[config.mk]
export PLATFORM = sky130hd
export DESIGN_NAME = fnd_scan_ctrl
export DESIGN_NICKNAME = d
export VERILOG_FILES = /design/src/rtl/fnd_scan_ctrl.sv
export SDC_FILE = /design/constraint.sdc
export NUM_CORES = 1
export LEC_CHECK = 0
export ABC_AREA = 0
export BUFFER_PORTS_ARGS = -buffer_cell sky130_fd_sc_hd__buf_2
export CAP_MARGIN = 20
export CELL_PAD_IN_SITES_DETAIL_PLACEMENT = 1
export CELL_PAD_IN_SITES_GLOBAL_PLACEMENT = 1
export CORE_MARGIN = 1
export CORE_UTILIZATION = 51
export CTS_CLUSTER_DIAMETER = 50
export DETAILED_ROUTE_END_ITERATION = 16
export PLACE_DENSITY = 0.87
export REMOVE_ABC_BUFFERS = 1
export SLEW_MARGIN = 10
export SYNTH_ARGS = -nofsm -noshare
export SYNTH_HDL_FRONTEND = slang
export SYNTH_SLANG_ARGS = --single-unit
[constraint.sdc]
create_clock -name clk -period 5.06 [get_ports clk]
set_input_delay 0.506 -clock clk [delete_from_list [all_inputs] [get_ports clk]]
set_output_delay 0.506 -clock clk [all_outputs]
set_load 0.02 [all_outputs]
[src/rtl/fnd_scan_ctrl.sv]
// fnd_scan_ctrl: converts a 14-bit binary result to BCD with a sequential
// double-dabble engine and scans the four digits onto an active-low,
// common-switched seven-segment display with leading-zero blanking.
module fnd_scan_ctrl #(
    parameter int TICK_DIV = 100_000
) (
    input  logic        clk,
    input  logic        rst,
    input  logic [13:0] value,
    input  logic        load,
    output logic        busy,
    output logic        ovf,
    output logic        pls_tick,
    output logic [3:0]  fnd_com,
    output logic [6:0]  fnd_data
);

    localparam int               CNT_W    = $clog2(TICK_DIV);
    localparam logic [CNT_W-1:0] CNT_ZERO = CNT_W'(0);
    localparam logic [CNT_W-1:0] CNT_ONE  = CNT_W'(1);
    localparam logic [CNT_W-1:0] CNT_LAST = CNT_W'(TICK_DIV - 1);
    localparam logic [CNT_W-1:0] CNT_PRE  = CNT_W'(TICK_DIV - 2);

    typedef enum logic [1:0] {
        ST_IDLE   = 2'd0,
        ST_SHIFT  = 2'd1,
        ST_COMMIT = 2'd2
    } state_t;

    // Active-low {g,f,e,d,c,b,a} pattern; blank and out-of-range codes are dark.
    function automatic logic [6:0] seg_decode(input logic [3:0] digit, input logic blank);
        logic [6:0] seg;
        if (blank) begin
            seg = 7'h7F;
        end else begin
            case (digit)
                4'd0:    seg = 7'b1000000;
                4'd1:    seg = 7'b1111001;
                4'd2:    seg = 7'b0100100;
                4'd3:    seg = 7'b0110000;
                4'd4:    seg = 7'b0011001;
                4'd5:    seg = 7'b0010010;
                4'd6:    seg = 7'b0000010;
                4'd7:    seg = 7'b1111000;
                4'd8:    seg = 7'b0000000;
                4'd9:    seg = 7'b0010000;
                default: seg = 7'h7F;
            endcase
        end
        return seg;
    endfunction

    // Double-dabble correction applied to one BCD nibble before each shift.
    function automatic logic [3:0] dabble_adj(input logic [3:0] nib);
        logic [3:0] res;
        if (nib >= 4'd5) begin
            res = nib + 4'd3;
        end else begin
            res = nib;
        end
        return res;
    endfunction

    logic [CNT_W-1:0] cnt_r;
    logic             pls_tick_r;
    logic [1:0]       sel_r;
    state_t           state_r;
    logic [13:0]      bin_r;
    logic [15:0]      bcd_r;
    logic [3:0]       iter_r;
    logic             ovf_r;
    logic             busy_r;
    logic [15:0]      digits_r;
    logic [3:0]       fnd_com_r;
    logic [6:0]       fnd_data_r;

    logic [1:0]       sel_next_s;
    logic [15:0]      digits_next_s;
    logic [15:0]      bcd_adj_s;
    logic [15:0]      bcd_shift_s;
    logic [13:0]      bin_shift_s;
    logic [13:0]      clamp_s;
    logic [3:0]       blank_s;
    logic [3:0]       digit_cur_s;
    logic [3:0]       com_next_s;
    logic [6:0]       data_next_s;

    // Next-cycle scan index and digits, so the registered outputs track them without lag.
    always_comb begin
        sel_next_s    = 2'd0;
        digits_next_s = 16'd0;
        if (pls_tick_r) begin
            sel_next_s = sel_r + 2'd1;
        end else begin
            sel_next_s = sel_r;
        end
        if (state_r == ST_COMMIT) begin
            digits_next_s = bcd_r;
        end else begin
            digits_next_s = digits_r;
        end
    end

    // One double-dabble step plus input clamping to the displayable range.
    always_comb begin
        bcd_adj_s   = {dabble_adj(bcd_r[15:12]), dabble_adj(bcd_r[11:8]),
                       dabble_adj(bcd_r[7:4]),   dabble_adj(bcd_r[3:0])};
        bcd_shift_s = (bcd_adj_s << 4'd1) | {15'd0, bin_r[13]};
        bin_shift_s = bin_r << 4'd1;
        if (value > 14'd9999) begin
            clamp_s = 14'd9999;
        end else begin
            clamp_s = value;
        end
    end

    // Leading-zero blanking and segment/common selection for the upcoming slot.
    always_comb begin
        blank_s[3] = (digits_next_s[15:12] == 4'd0);
        blank_s[2] = blank_s[3] && (digits_next_s[11:8] == 4'd0);
        blank_s[1] = blank_s[2] && (digits_next_s[7:4] == 4'd0);
        blank_s[0] = 1'b0;
        case (sel_next_s)
            2'd0:    digit_cur_s = digits_next_s[3:0];
            2'd1:    digit_cur_s = digits_next_s[7:4];
            2'd2:    digit_cur_s = digits_next_s[11:8];
            2'd3:    digit_cur_s = digits_next_s[15:12];
            default: digit_cur_s = 4'd0;
        endcase
        com_next_s  = ~(4'b0001 << sel_next_s);
        data_next_s = seg_decode(digit_cur_s, blank_s[sel_next_s]);
    end

    // Slot timer, tick pulse (high while cnt is at its last value) and scan index.
    always_ff @(posedge clk or posedge rst) begin
        if (rst) begin
            cnt_r      <= CNT_ZERO;
            pls_tick_r <= 1'b0;
            sel_r      <= 2'd0;
        end else begin
            if (cnt_r == CNT_LAST) begin
                cnt_r <= CNT_ZERO;
            end else begin
                cnt_r <= cnt_r + CNT_ONE;
            end
            pls_tick_r <= (cnt_r == CNT_PRE);
            sel_r      <= sel_next_s;
        end
    end

    // Conversion FSM: capture, 14 shift steps, then commit to the display digits.
    always_ff @(posedge clk or posedge rst) begin
        if (rst) begin
            state_r  <= ST_IDLE;
            bin_r    <= 14'd0;
            bcd_r    <= 16'd0;
            iter_r   <= 4'd0;
            ovf_r    <= 1'b0;
            busy_r   <= 1'b0;
            digits_r <= 16'd0;
        end else begin
            case (state_r)
                ST_IDLE: begin
                    if (load) begin
                        bin_r   <= clamp_s;
                        bcd_r   <= 16'd0;
                        ovf_r   <= (value > 14'd9999);
                        iter_r  <= 4'd0;
                        busy_r  <= 1'b1;
                        state_r <= ST_SHIFT;
                    end else begin
                        state_r <= ST_IDLE;
                    end
                end
                ST_SHIFT: begin
                    bin_r  <= bin_shift_s;
                    bcd_r  <= bcd_shift_s;
                    iter_r <= iter_r + 4'd1;
                    if (iter_r == 4'd13) begin
                        state_r <= ST_COMMIT;
                    end else begin
                        state_r <= ST_SHIFT;
                    end
                end
                ST_COMMIT: begin
                    digits_r <= bcd_r;
                    busy_r   <= 1'b0;
                    state_r  <= ST_IDLE;
                end
                default: begin
                    busy_r  <= 1'b0;
                    state_r <= ST_IDLE;
                end
            endcase
        end
    end

    // Registered display drive.
    always_ff @(posedge clk or posedge rst) begin
        if (rst) begin
            fnd_com_r  <= 4'b1110;
            fnd_data_r <= 7'b1000000;
        end else begin
            fnd_com_r  <= com_next_s;
            fnd_data_r <= data_next_s;
        end
    end

    assign busy     = busy_r;
    assign ovf      = ovf_r;
    assign pls_tick = pls_tick_r;
    assign fnd_com  = fnd_com_r;
    assign fnd_data = fnd_data_r;

endmodule

# --- Yosys cells after proc, flatten, opt, wreduce, memory -nomap -nowiden ---
# Memories as Yosys holds them, arrays and structs flattened.
# Index checks and enable logic that the tools add are counted.
op_classes:
  mul: 0
  n_addsub: 7
  n_reduce_logical: 11
  mux: 23
  n_shift: 1
  bitwise: 3
  n_eq_ne: 9
  magnitude_cmp: 6
  n_div: 0
ops:
  columns: ["op", "count"]
  rows:
  - ["17-bit == test, second input constant", 2]
  - ["16-bit two-way mux", 2]
  - ["16-bit case mux with 2 select lines", 1]
  - ["14-bit two-way mux", 2]
  - ["14-bit case mux with 2 select lines", 1]
  - ["17-bit by 1-bit adder with 17-bit output, second input constant", 1]
  - ["17-bit two-way mux", 1]
  - ["4-bit by 3-bit >= comparator with 1-bit output, second input constant", 4]
  - ["4-bit two-way mux", 4]
  - ["16-bit by 1-bit bitwise OR with 16-bit output", 1]
  - ["4-bit case mux with 4 select lines", 1]
  - ["14-bit > comparator, second input constant", 1]
  - ["4-bit by 2-bit adder with 4-bit output, second input constant", 3]
  - ["4-bit zero test", 3]
  - ["4-bit case mux with 2 select lines", 1]
  - ["7-bit two-way mux", 1]
  - ["2-bit == test, second input constant", 3]
  - ["2-bit AND reduction", 3]
  - ["4-bit by 1-bit adder with 4-bit output, second input constant", 1]
  - ["2-bit by 1-bit == test with 1-bit output, second input constant", 2]
  - ["4-bit == test, second input constant", 1]
  - ["2-bit zero test", 2]
  - ["2-bit two-way mux", 2]
  - ["4-bit NOT", 1]
  - ["other kinds (13)", 16]
word_totals:
  regBits: 85
  ramBits: 0
  in_bits: 17
  latch_bits: 0
  mem_count: 1
  mem_bits_ro: 112
  out_inout_bits: 14
memory_table:
  columns: ["memory", "words", "word_bits", "read_ports", "rd_clocked_by_memory_dff", "write_ports", "line", "source"]
  rows:
  - ["(no name shown)", 16, 7, 1, 0, 0, "36", "case (digit)"]

# --- Longest topological paths before layout ---
depth:
  depth_word: 8
  depth_mapped: 12

# --- Least setup slack after synthesis ---
# OpenSTA, ideal clock, no wires.
synth_path:
  path_kind: "reg-to-reg"
  start: "register state_r[1]"
  end: "register fnd_data_r[4], in the netlist fnd_data[4]"
  path_slack_ns: 2.801
  required_time_ns: 4.974
  n_path_buf: 3
  setup_ns: 0.086
  arrival_time_ns: 2.173
  path_stages_with_launch: 12
  path_cell_list: "dfrtp_1 buf_4 nor2b_4 buf_6 buf_6 mux2_1 a21oi_1 nor3_2 inv_2 ha_1 mux2_4 a32oi_1"
synth_via:
  elab_chain_len: 8
synth_lines:
  columns: ["element", "line", "source"]
  rows:
  - ["start: declaration", "67", "state_t state_r;"]
  - ["start signal: assignment", "154", "state_r <= ST_IDLE;"]
  - ["start signal: assignment", "170", "state_r <= ST_SHIFT;"]
  - ["start signal: assignment", "172", "state_r <= ST_IDLE;"]
  - ["2-bit == test *", "97", "if (state_r == ST_COMMIT) begin"]
  - ["16-bit two-way mux *", null, null]
  - ["net digits_next_s[9]", "78", "logic [15:0] digits_next_s;"]
  - ["parallel branches: the longest is 5 deep, another holds memory read 16 x 7 bit", null, null]
  - ["7-bit two-way mux *", "33", "if (blank) begin"]
  - ["net data_next_s[4]", "86", "logic [6:0] data_next_s;"]
  - ["end signal: assignment", "205", "fnd_data_r <= data_next_s;"]
  - ["end: declaration", "75", "logic [6:0] fnd_data_r;"]
# Mark *: on every way through the listed nets, which the timed path passes. The select of a mux whose other input is x is not followed.
# A chain may end at the register's enable or synchronous reset.

# --- Final worst setup path ---
layout_path:
  start: "register state_r[0]"
  end: "register fnd_data_r[4], in the netlist fnd_data[4]"
layout_via:
  elab_chain_len: 8
layout_lines:
  columns: ["element", "line"]
  rows:
  - ["2-bit == test *", "97"]
  - ["16-bit two-way mux *", null]
  - ["parallel branches: the longest is 5 deep, another holds memory read 16 x 7 bit", null]
  - ["7-bit two-way mux *", "33"]
  - ["net data_next_s[4]", "86"]
# Marks and branches as above.

==> metrics.md <==
| Metric | Value |
|---|---|
| Area share of the largest cell type after synthesis | `about half` |
| CTS max path bufs | `2` |
| Std-Cell Rows | `32` |
| Vias | `about 3200` |
| Reg2reg start | `state_r[0]` |
| Final period utilization | `57.4%` |
| Cells after Synth | `~410` |
| DP HPWL | `6.92 mm` |
| EDFF count, synth | `0` |
| Pre-CTS setup slack | `between 2000 and 2500 ps` |
| Cts bufs inserted | `9` |
| First-pass GRT wire length | `16.8 mm` |
| Worst Setup End Kind | `flip-flop` |
| Worst Setup Start Kind | `flip-flop` |
| Count of cells resized by post-cts repair | `0` |
| Worst Path Buf+Inv | `1` |
| Effective utilization at floorplan | `around 53%` |
| Final instance area | `around 0.0046 mm^2` |
| Starting DRT DRC Count | `142` |
| Worst-path clk slew | `about 90 ps` |
| # fillers | `roughly 890` |
| Post-CTS Setup Bufs | `0` |
| Layout cells sized above 1 | `around 16%` |
| Maximum VDD drop | `0.299 mV` |
| Clock Latency Late Sink | `roughly 350 ps` |
| WL met2 | `4.94 mm` |
| Main synth FF type | `dfrtp_1` |
| Area leader, netlist | `dfrtp_1` |
| Clock Sinks | `85` |
| Vias/cell | `between 5 and 6` |
| CTS Root Cell | `clkbuf_8` |
| Cell-by-cell trace of the critical path | `nand2b_1 > mux4_2 > nor2_1 > nor3_2 > inv_2 > ha_1 > mux2_4 > a32oi_1` |
| Critical Path RT | `~5300 ps` |
| CP top delay family | `simple AND/OR/NAND/NOR gates` |
| Status | `finished clean` |
| RSZ-0062 raised after global routing | `no` |
| Final ANT Viol Nets | `0` |
| Most numerous cell in the Yosys netlist | `dfrtp_1` |
| CP Class | `reg -> reg` |
| Wl on met1 | `approximately 4.3 mm` |
| Fmax | `about 340 MHz` |
| Crit Path Max Fanout | `17` |
| GRT Total Usage | `about a quarter` |
| R2R depth | `8` |
| Hold Vio Cnt, Final | `0` |
| Die Footprint | `roughly 0.0085 mm^2` |
| Hold Crit Class | `in -> async` |
| Tmin final | `roughly 2900 ps` |
| Critical path's slowest cell | `nand2b_1` |
| Async SR Flop Fraction | `100%` |
| Worst setup path startpoint | `state_r[0]` |
| H-tree depth | `3` |
| Actual slew at the worst max-slew pin | `934 ps` |
| Post-synth top cells | `dfrtp_1, nand2_1, nor2_1` |
| Placed Instance Area | `about 0.0044 mm^2` |
| Max Cap Violations | `0` |
| Port Buffers | `30` |
| Antenna violations before repair | `0` |
| Slew Viols, Final | `0` |
| Distinct cell type count after synthesis | `57` |
| Setup TNS | `0 ps` |
| Die width | `approximately 90 um` |
| Antenna Cells | `0` |
| Layout Skew | `between 10 and 15 ps` |
| FF-to-FF setup slack | `about 2200 ps` |
| Register area share after synthesis | `51.1%` |
| Setup ws final | `approximately 2200 ps` |
| Slowest Stage Delay on Critical Path | `~570 ps` |
| Final Wtd Congestion | `between 0.8 and 0.9` |
| Top sig layer | `met4` |
| DR pass1 iterations | `5` |
| Relative slew slack | `37.7%` |
| Met3 Routed Length | `~270 um` |
| Cell Pwr Density | `545 mW/mm^2` |
| Final WL | `a little under 10 mm` |
| Ranking of synthesized cells by area | `dfrtp_1, ha_1, nand2_1` |
| Final setup fails | `0` |
| Non-Filler Instances | `approximately 540` |
| Area growth syn-to-layout | `10.1%` |
| Placed cell count | `527` |
| CTS tree | `done` |
| Largest net degree at the start of global routing | `53` |
| Drt drc | `0` |
| Core area | `~0.008 mm^2` |
| I/O pins | `31` |
| Synth Area per Inst | `10.3 um^2` |
| Crit path arrival time | `approximately 3200 ps` |
| Nets | `470` |
| Post-Syn Area | `around 0.0042 mm^2` |
| Reg2reg end | `fnd_data[4]` |
| Cts-stage hold buffer count | `0` |
| Final Total Pwr | `around 2500 uW` |
| Gr ovfl total | `0` |
| Number of global-route vias before repair | `between 3000 and 4000` |
| Die Span Y | `roughly 92 um` |
| Synth warnings | `0` |
| Lkg Pwr | `0.00212 uW` |
| Routed len/inst | `about 18 um` |
| #FFs+latches synth | `85` |
## metal layers
layer	track usage, %	up-vias
li1	-	1503
met1	31.8	1600
met5	0	-
met4	13.5	0
met2	43.4	71
met3	3.20	35
## per-stage QoR
| step | utilization [%] | hold WS (ps) |
|---|---|---|
| after floorplan | - | 444 |
| after global placement | 56.4 | 461 |
| after detailed placement | 56.4 | 474 |
| after CTS | 58.8 | 214 |
| after global routing | 58.8 | 239 |
| final | 58.8 | 193 |
## placed cells by master, fill, tap and decap left out, types with 3 or more instances in the layout
cell,count
nand4_1,3
mux4_2,4
ha_1,17
buf_2,30
o21ai_1,8
o21ai_0,22
a32oi_1,3
dfrtp_1,81
o22ai_1,13
a32o_1,4
a21oi_1,24
or4_1,4
mux2_1,4
xor2_1,8
clkinv_2,3
a222oi_1,4
dfstp_2,4
o31ai_1,6
mux2_2,4
nand3_1,13
nor2_1,38
nor3b_1,5
nor3_1,6
inv_1,19
nor2b_1,4
nand2b_1,8
nand2_1,42
xnor2_1,9
buf_4,3
clkbuf_8,10
## registers in the layout, indices dropped and copies added, names as in the netlist
name,cells
cnt_r,17
bcd_r,16
digits_r,16
bin_r,14
fnd_data,7
fnd_com,4
iter_r,4
sel_r,2
state_r,2
busy,1
ovf,1
pls_tick,1
## report_power, final
| part | switching, uW | total, uW | internal (uW) |
|---|---|---|---|
| clock network | 241 | 482 | 241 |
| logic | 559 | 953 | 394 |
| registers | 187 | 1070 | 881 |
| total | 987 | 2500 | 1520 |
## cell families after synthesis
logic type | after synthesis | synth area share, %
simple gates | 142 | 17.2
compound gates | 93 | 13.8
flops | 85 | 51.1
buf+inv | 35 | 3.72
xor+xnor | 18 | 3.96
fa+ha+maj | 17 | 5.10
mux | 15 | 5.16
## area by class of cell
class / instances / area [um^2] / area share (%)
repair buffers: 33 / 173 / 3.76
inverters: 22 / 83.8 / 1.82
multi-input cells: 285 / 1890 / 41.0
flip-flops and latches: 85 / 2130 / 46.4
well taps: 102 / 128 / 2.78
clock buffers: 12 / 145 / 3.16
clock inverters: 4 / 47.5 / 1.03
## worst max path at each step
stage / endpoint / slack (ps) / cells after the start
4_1_cts: fnd_data[4] / 2120 / 8
3_3_place_gp: fnd_data[4] / 2370 / 8
3_5_place_dp: fnd_data[4] / 2140 / 8
6_report: fnd_data[4] / 2150 / 8
5_1_grt: fnd_data[4] / 1960 / 8
2_1_floorplan: bcd_r[0] / 2370 / 1
Power figures use the tool's default switching activity.
